`src/rtl/cpu_bus_pkg.sv`:
```
// Shared CPU-side bus definitions: master IDs, arbiter states, access sizes.
package cpu_bus_pkg;

    localparam int unsigned ADDR_W = 32;
    localparam int unsigned DATA_W = 32;
    localparam int unsigned SIZE_W = 2;

    typedef enum logic [0:0] {
        MID_INST = 1'b0,
        MID_DATA = 1'b1
    } master_id_t;

    typedef enum logic [1:0] {
        IDLE      = 2'd0,
        LOCK_INST = 2'd1,
        LOCK_DATA = 2'd2
    } arb_state_t;

    localparam logic [SIZE_W-1:0] SZ_BYTE = 2'd0;
    localparam logic [SIZE_W-1:0] SZ_HALF = 2'd1;
    localparam logic [SIZE_W-1:0] SZ_WORD = 2'd2;

endpackage

```
`src/rtl/sram_like_arbiter_id_fifo.sv`:
```
// In-order tracker of outstanding transaction owners (master IDs).
module id_fifo
    import cpu_bus_pkg::*;
#(
    parameter  int unsigned DEPTH = 2,
    localparam int unsigned CNT_W = $clog2(DEPTH + 1),
    localparam int unsigned PTR_W = (DEPTH > 1) ? $clog2(DEPTH) : 1
) (
    input  logic             clk,
    input  logic             rst,
    input  logic             push,
    input  master_id_t       push_id,
    input  logic             pop,
    output master_id_t       head,
    output logic [CNT_W-1:0] count,
    output logic             full
);

    master_id_t       mem_q [DEPTH];
    logic [PTR_W-1:0] wr_ptr_q;
    logic [PTR_W-1:0] rd_ptr_q;

    // Advance a pointer with wrap at DEPTH (DEPTH need not be a power of two).
    function automatic logic [PTR_W-1:0] ptr_inc(input logic [PTR_W-1:0] p);
        return (p == PTR_W'(DEPTH - 1)) ? '0 : p + PTR_W'(1);
    endfunction

    // Pointer and occupancy bookkeeping.
    always_ff @(posedge clk) begin
        if (rst) begin
            wr_ptr_q <= '0;
            rd_ptr_q <= '0;
            count    <= '0;
        end else begin
            if (push) wr_ptr_q <= ptr_inc(wr_ptr_q);
            if (pop)  rd_ptr_q <= ptr_inc(rd_ptr_q);
            if (push && !pop)      count <= count + CNT_W'(1);
            else if (!push && pop) count <= count - CNT_W'(1);
        end
    end

    // ID storage; contents are only meaningful below count, so no reset needed.
    always_ff @(posedge clk) begin
        if (push) mem_q[wr_ptr_q] <= push_id;
    end

    assign head = mem_q[rd_ptr_q];
    assign full = (count == CNT_W'(DEPTH));

endmodule

```
`src/rtl/sram_like_arbiter.sv`:
```
// Two-master (inst/data) arbiter onto one SRAM-like port, data has priority;
// the grant is held until the address handshake, responses are routed in order.
module sram_like_arbiter
    import cpu_bus_pkg::*;
#(
    parameter int unsigned MAX_OUTSTANDING = 2
) (
    input  logic              clk,
    input  logic              rst,
    input  logic              inst_req,
    input  logic              inst_wr,
    input  logic [SIZE_W-1:0] inst_size,
    input  logic [ADDR_W-1:0] inst_addr,
    input  logic [DATA_W-1:0] inst_wdata,
    output logic              inst_addr_ok,
    output logic              inst_data_ok,
    output logic [DATA_W-1:0] inst_rdata,
    input  logic              data_req,
    input  logic              data_wr,
    input  logic [SIZE_W-1:0] data_size,
    input  logic [ADDR_W-1:0] data_addr,
    input  logic [DATA_W-1:0] data_wdata,
    output logic              data_addr_ok,
    output logic              data_data_ok,
    output logic [DATA_W-1:0] data_rdata,
    output logic              mem_req,
    output logic              mem_wr,
    output logic [SIZE_W-1:0] mem_size,
    output logic [ADDR_W-1:0] mem_addr,
    output logic [DATA_W-1:0] mem_wdata,
    input  logic              mem_addr_ok,
    input  logic              mem_data_ok,
    input  logic [DATA_W-1:0] mem_rdata
);

    localparam int unsigned CNT_W = $clog2(MAX_OUTSTANDING + 1);

    arb_state_t       state_q, state_d;
    logic             grant_valid;
    master_id_t       grant_id;
    logic             push, pop;
    master_id_t       head;
    logic [CNT_W-1:0] fifo_count;
    logic             fifo_full;
    logic             orphan_q;

    id_fifo #(.DEPTH(MAX_OUTSTANDING)) u_id_fifo (
        .clk     (clk),
        .rst     (rst),
        .push    (push),
        .push_id (grant_id),
        .pop     (pop),
        .head    (head),
        .count   (fifo_count),
        .full    (fifo_full)
    );

    // Lock state register.
    always_ff @(posedge clk) begin
        if (rst) state_q <= IDLE;
        else     state_q <= state_d;
    end

    // Grant selection, memory-port mux, handshakes and next state.
    always_comb begin
        state_d      = state_q;
        grant_valid  = 1'b0;
        grant_id     = MID_INST;
        mem_req      = 1'b0;
        push         = 1'b0;
        pop          = 1'b0;
        inst_addr_ok = 1'b0;
        data_addr_ok = 1'b0;
        inst_data_ok = 1'b0;
        data_data_ok = 1'b0;

        unique case (state_q)
            IDLE: begin
                // Full is judged on the registered count; a same-cycle pop does not help.
                if (!fifo_full) begin
                    if (data_req) begin
                        grant_valid = 1'b1;
                        grant_id    = MID_DATA;
                    end else if (inst_req) begin
                        grant_valid = 1'b1;
                    end
                end
            end
            LOCK_INST: grant_valid = 1'b1;
            LOCK_DATA: begin
                grant_valid = 1'b1;
                grant_id    = MID_DATA;
            end
            default: state_d = IDLE;
        endcase

        mem_wr    = (grant_id == MID_DATA) ? data_wr    : inst_wr;
        mem_size  = (grant_id == MID_DATA) ? data_size  : inst_size;
        mem_addr  = (grant_id == MID_DATA) ? data_addr  : inst_addr;
        mem_wdata = (grant_id == MID_DATA) ? data_wdata : inst_wdata;
        mem_req   = !rst && grant_valid &&
                    ((grant_id == MID_DATA) ? data_req : inst_req);

        push = mem_req && mem_addr_ok;
        if (mem_req) begin
            if (mem_addr_ok)               state_d = IDLE;
            else if (grant_id == MID_DATA) state_d = LOCK_DATA;
            else                           state_d = LOCK_INST;
        end
        inst_addr_ok = push && (grant_id == MID_INST);
        data_addr_ok = push && (grant_id == MID_DATA);

        pop          = !rst && mem_data_ok && (fifo_count != '0);
        inst_data_ok = pop && (head == MID_INST);
        data_data_ok = pop && (head == MID_DATA);
    end

    assign inst_rdata = mem_rdata;
    assign data_rdata = mem_rdata;

    // Responses still in flight across a reset are tolerated until new traffic starts.
    always_ff @(posedge clk) begin
        if (rst)       orphan_q <= 1'b1;
        else if (push) orphan_q <= 1'b0;
    end

    // Protocol checks on the slave and master sides.
    always_ff @(posedge clk) begin
        if (!rst) begin
            assert (!(mem_data_ok && fifo_count == '0 && !orphan_q))
                else $error("sram_like_arbiter: mem_data_ok with nothing outstanding");
            assert (!(state_q == LOCK_INST && !inst_req))
                else $error("sram_like_arbiter: inst_req dropped while locked");
            assert (!(state_q == LOCK_DATA && !data_req))
                else $error("sram_like_arbiter: data_req dropped while locked");
        end
    end

endmodule

```
`config.mk`:
```
export PLATFORM = sky130hd
export DESIGN_NAME = sram_like_arbiter
export DESIGN_NICKNAME = d
export VERILOG_FILES = /design/src/rtl/cpu_bus_pkg.sv /design/src/rtl/sram_like_arbiter_id_fifo.sv /design/src/rtl/sram_like_arbiter.sv
export SDC_FILE = /design/constraint.sdc
export NUM_CORES = 1
export LEC_CHECK = 0
export ABC_CLOCK_PERIOD_IN_PS = 3300
export CORE_AREA = 10 10 112 114
export CTS_BUF_LIST = sky130_fd_sc_hd__clkbuf_2
export CTS_CLUSTER_SIZE = 25
export DETAILED_ROUTE_END_ITERATION = 8
export DIE_AREA = 0 0 122 124
export PLACE_DENSITY = 0.66
export SLEW_MARGIN = 20
export SYNTH_ARGS = -nofsm -noshare
export SYNTH_HDL_FRONTEND = slang
export SYNTH_HIERARCHICAL = 1
export SYNTH_SLANG_ARGS = --single-unit
```
`constraint.sdc`:
```
create_clock -name clk -period 3.3 [get_ports clk]
set_input_delay 0.66 -clock clk [delete_from_list [all_inputs] [get_ports clk]]
set_output_delay 0.66 -clock clk [all_outputs]
set_load 0.03 [all_outputs]
```
# Yosys cells after proc, flatten, opt, wreduce, memory -nomap -nowiden
# Memory sizes are Yosys's and may differ from the RTL's. A register that Yosys moved wholly into a read port is not among the register bits.
# Index checks and enable logic that the tools add are counted.
[op_classes]
bitwise = 2
addsub = 4
reduce_logical = 19
n_mux = 24
eq_ne = 4
[ops]
columns = ["operator", "count"]
rows = [
  ["32-bit two-way mux", 2],
  ["2-bit two-way mux", 7],
  ["1-bit two-way mux", 13],
  ["1-bit logical AND", 11],
  ["2-bit == test (second input constant)", 2],
  ["1-bit case mux with 2 select lines", 2],
  ["2-bit nonzero test", 2],
  ["1-bit logical NOT", 3],
  ["3-bit OR reduction", 1],
  ["1-bit adder (second input constant)", 2],
  ["2-bit by 1-bit adder with 2-bit output (second input constant)", 1],
  ["2-bit by 1-bit == test with 1-bit output (second input constant)", 1],
  ["2-bit logical NOT", 1],
  ["2-bit by 1-bit != test with 1-bit output (second input constant)", 1],
  ["1-bit NOT", 2],
  ["2-bit OR reduction", 1],
  ["2-bit by 1-bit subtractor with 2-bit output (second input constant)", 1],
]
[word_totals]
n_memories = 1
inputBits = 172
mem_bits_rw = 2
out_inout_bits = 136
reg_bits = 6
[mem_list]
columns = ["name", "depth", "width", "rd", "rd_ports_with_merged_regs", "write_ports", "line_no", "text"]
rows = [
  ["u_id_fifo.mem_q", 2, 1, 1, 1, 1, "sram_like_arbiter_id_fifo.sv:19", "master_id_t mem_q [DEPTH];"],
]

# Longest topological paths before layout
[depth]
ltp_word = 11
ltp_mapped = 12

# By module
# The synthesis kept the hierarchy.
[by_module_without_submodules]
columns = ["mod", "n_inst", "seq_area_each_um2", "cells_each", "area_each_um2"]
rows = [
  ["sram_like_arbiter", 1, 40.0, 307, 1530.2],
  ["id_fifo", 1, 160.2, 24, 275.3],
]

# Worst setup path before layout
# OpenSTA, ideal clock, no wires.
[synth_timing]
path_kind = "reg-to-output"
from = "reg state_q[0]"
to = "out inst_addr_ok"
slack_ns = 1.106
stages_incl_launch_ff = 7
required_ns = 2.640
n_path_buf = 0
arrival_time_ns = 1.534
path_cell_list = "dfxtp_1 inv_1 ha_1 nor2b_2 a21oi_4 and2_1 nor2b_1"
[synth_between]
elab_chain_cells = 7
elab_cells_between_ends = 12
[synth_lines]
columns = ["item", "line_no", "text"]
rows = [
  ["from (decl)", "sram_like_arbiter.sv:38", "arb_state_t state_q, state_d;"],
  ["from (signal assigned)", "sram_like_arbiter.sv:61", "else state_q <= state_d;"],
  ["2-bit == test / 2-bit by 1-bit == test with 1-bit output (equally long branches)", "sram_like_arbiter.sv:77", "unique case (state_q)"],
  ["2-bit OR reduction (no line)", "-", ""],
  ["1-bit case mux with 2 select lines", "sram_like_arbiter.sv:77", ""],
  ["1-bit logical AND (2 in a row)", "sram_like_arbiter.sv:101", "mem_req = !rst && grant_valid &&"],
  ["1-bit logical AND", "sram_like_arbiter.sv:104", "push = mem_req && mem_addr_ok;"],
  ["1-bit logical AND *", "sram_like_arbiter.sv:110", "inst_addr_ok = push && (grant_id == MID_INST);"],
  ["to (decl)", "sram_like_arbiter.sv:15", "output logic inst_addr_ok,"],
]
# Mark *: on every way between the ends. The rest lies on a longest branch, timed or not.

# Worst setup path in the final report
[layout_timing]
from = "in data_req"
to = "out mem_addr[1]"
[layout_between]
elab_chain_cells = 4
[layout_lines]
columns = ["item", "line_no", "text"]
rows = [
  ["from (decl)", "sram_like_arbiter.sv:18", "input logic data_req,"],
  ["1-bit two-way mux", "sram_like_arbiter.sv:81", "if (data_req) begin"],
  ["1-bit two-way mux", "sram_like_arbiter.sv:80", "if (!fifo_full) begin"],
  ["1-bit case mux with 2 select lines", "sram_like_arbiter.sv:77", ""],
  ["32-bit two-way mux", "sram_like_arbiter.sv:99", "mem_addr = (grant_id == MID_DATA) ? data_addr : inst_addr;"],
  ["to (decl)", "sram_like_arbiter.sv:29", "output logic [ADDR_W-1:0] mem_addr,"],
]
# No other way between the ends.

==> impl_metrics.tcl <==
set metrics [dict create \
    cap_violations 0 \
    layout_worst_path_cycle_share_pct 96.7 \
    die_h_microns 124 \
    slew_headroom_pct 75.4 \
    synth_fp_nets 507 \
    slew_viol_final 0 \
    drc 0 \
    critPathKind "input port to primary output" \
    setup_tns_ns 0 \
    synth_area_leaders "nand2_1 (42%), buf_4 (28%), dfxtp_1 (7.8%), edfxtp_1 (3.3%), ha_1 (2.8%)" \
    synth-edff-count 2 \
    vias 2440 \
    grt_usage_pct 11.0 \
    ys_seq_elements 9 \
    place_inst 606 \
    required_ns 2.64 \
    yosys.area.top_type "nand2_1" \
    synth_most_common_cell "nand2_1" \
    min_period_ns 3.19 \
    cp_slowest_stage_delay_ns 0.67 \
    fp.dieW_microns 122 \
    area_growth_pct 98.4 \
    numPortBuffers 211 \
    async_flop_share_pct 0 \
    routabilityCongestion 0.845 \
    tightest_slew_ns 0.369 \
    syn_inst 331 \
    layout_setup_ws_ns 0.108 \
    io_pins 308 \
    path_clk_slew_ns 0.09 \
    cts_made_buffers 3 \
    hold_class "flop to flop" \
    netlist.area_leader.share_pct 42.0 \
    cp-start-kind "input port" \
    core_area_sq_mm 0.0102 \
    hpwlAfterDp_mm 8.80 \
    fin_cells 610 \
    endpoint_kind "primary output" \
    grt_max_degree 41 \
    leakage_nw 1.68 \
    cts_setup_buffers 0 \
    ctsHtreeMaxLevel 1 \
    syn_area_sq_mm 0.00181 \
    yosys_warnings 6 \
    avgSynthCellArea_sq_um 5.45 \
    antenna_found_initial 0 \
    cts_buffer_depth 2 \
    die-area_sq_mm 0.0151 \
    drive_gt1_share_pct 6.75 \
    cpMaxStageDelayCell "clkdlybuf4s50_1" \
    grt_pass1_wl_mm 13.4 \
    root_buffer "clkbuf_2" \
    grt_pass1_vias 2475 \
    worst_clock_skew_ns 0.00583 \
    wl_per_cell_microns 16.2 \
    rows 37 \
    ys.flop_type "dfxtp_1" \
    yosysUniqueCellTypes 25 \
    grt_overflow_total 0 \
    initial_core_util_pct 17.6 \
    crit_fanout 37 \
    final_util_pct 35.0 \
    place_ws_ns 0.115 \
    yosysSeqAreaShare_pct 11.1 \
    powerDensity_mw_per_mm2 469 \
    cts_resized 0 \
    crit_chain "clkdlybuf4s50_1, a21oi_4, buf_4, nand2_1, nand2_1, clkdlybuf4s50_1" \
    ir_worst_vdd_mv 0.204 \
    drt_pass1_iterations 4 \
    grt_setup_unrepaired "no" \
    wl_mm 9.89 \
    critPathArrivalTime_ns 2.53 \
    setup_viol 0 \
    clk_latency_ns 0.24 \
    drtAntennaViolNets 0 \
    cts.sinks 9 \
    final_nets 651 \
    outcome "finished clean" \
    seq_area_sq_um 200 \
    finalHoldViolCount 0 \
    multi_input_area_sq_mm 0.00103 \
    viasPerCell 4.00 \
    first_iter_violations 96 \
    cts_tree "built" \
    n_antenna_cell 0 \
    fmax_ghz 0.313 \
    hold_buffers 0 \
    synth_commonest_cells "nand2_1 (202), buf_4 (67), buf_2 (9), nor2_1 (9), dfxtp_1 (7)" \
    fillers 1099 \
]
## critical path, delay by kind of cell
family                 cells  cell delay [ns]
buffers and inverters      3             1.49
AND/OR/NAND/NOR            2             0.19
AO/OA/AOI/OAI              1             0.17
## metal layers
metal  routed length (microns)  share of wire [%]  track usage [%]  vias up
met5                         0                  0                0        -
met4                       122                1.2             1.34        0
met3                      1470                 15             6.92       14
met2                      5010                 51             20.6      189
met1                      3290                 33             10.3     1019
li1                          -                  -                -     1218
## kinds of logic (layout without fill, tap and decap cells)
kind of cell / Yosys count / after routing / synth area share [%]
compound gates: 7 / 7 / 3.46
xor+xnor: 4 / 4 / 1.94
fa+ha+maj: 4 / 4 / 2.77
buf+inv: 84 / 227 / 32.0
flops: 9 / 9 / 11.1
mux: 1 / 1 / 0.624
simple gates: 222 / 222 / 48.1
## per-stage QoR
stage | hold slack (ns) | power, mW | area [sq um]
floorplan | 0.461 | 1.11 | 1810
global placement | 0.477 | 1.62 | 3560
detailed placement | 0.499 | 1.64 | 3560
CTS | 0.511 | 1.71 | 3580
global route | 0.578 | 1.80 | 3580
finish | 0.502 | 1.68 | 3580
## path summary, 6_finish.rpt
check / from / depth (start not counted) / slack (ns) / endpoint
setup reg to reg: u_id_fifo/count[0]$_SDFFE_PP0P_ / 10 / 0.87 / u_id_fifo/count[1]$_SDFFE_PP0P_
setup / recovery: data_req / 6 / 0.11 / mem_addr[1]
hold / removal: u_id_fifo/count[1]$_SDFFE_PP0P_ / 2 / 0.50 / u_id_fifo/count[1]$_SDFFE_PP0P_
hold reg to reg: u_id_fifo/count[1]$_SDFFE_PP0P_ / 2 / 0.50 / u_id_fifo/count[1]$_SDFFE_PP0P_
## layout by cell type (no fill, tap or decap), drive strengths merged, types with 3 or more instances in the layout
| cell type | count |
|---|---|
| nor2b | 4 |
| ha | 4 |
| nor2 | 9 |
| inv | 6 |
| dfxtp | 7 |
| clkdlybuf4s50 | 195 |
| buf | 22 |
| and2 | 3 |
| nand2 | 202 |
| clkbuf | 3 |
## power breakdown
group          switching, mW  internal, mW  leakage (nW)
Combinational          0.843         0.628          1.59
Clock                 0.0381        0.0274        0.0164
Sequential            0.0119         0.131        0.0754
## area by class of cell
type	count	share of cell area, %
Multi-Input combinational cell	238	28.7
Inverter	6	0.629
Timing Repair Buffer	217	59.8
Clock buffer	3	0.419
Clock inverter	1	0.140
Tap cell	136	4.75
Sequential cell	9	5.59
No activity file was read; power rests on OpenSTA's default activity.
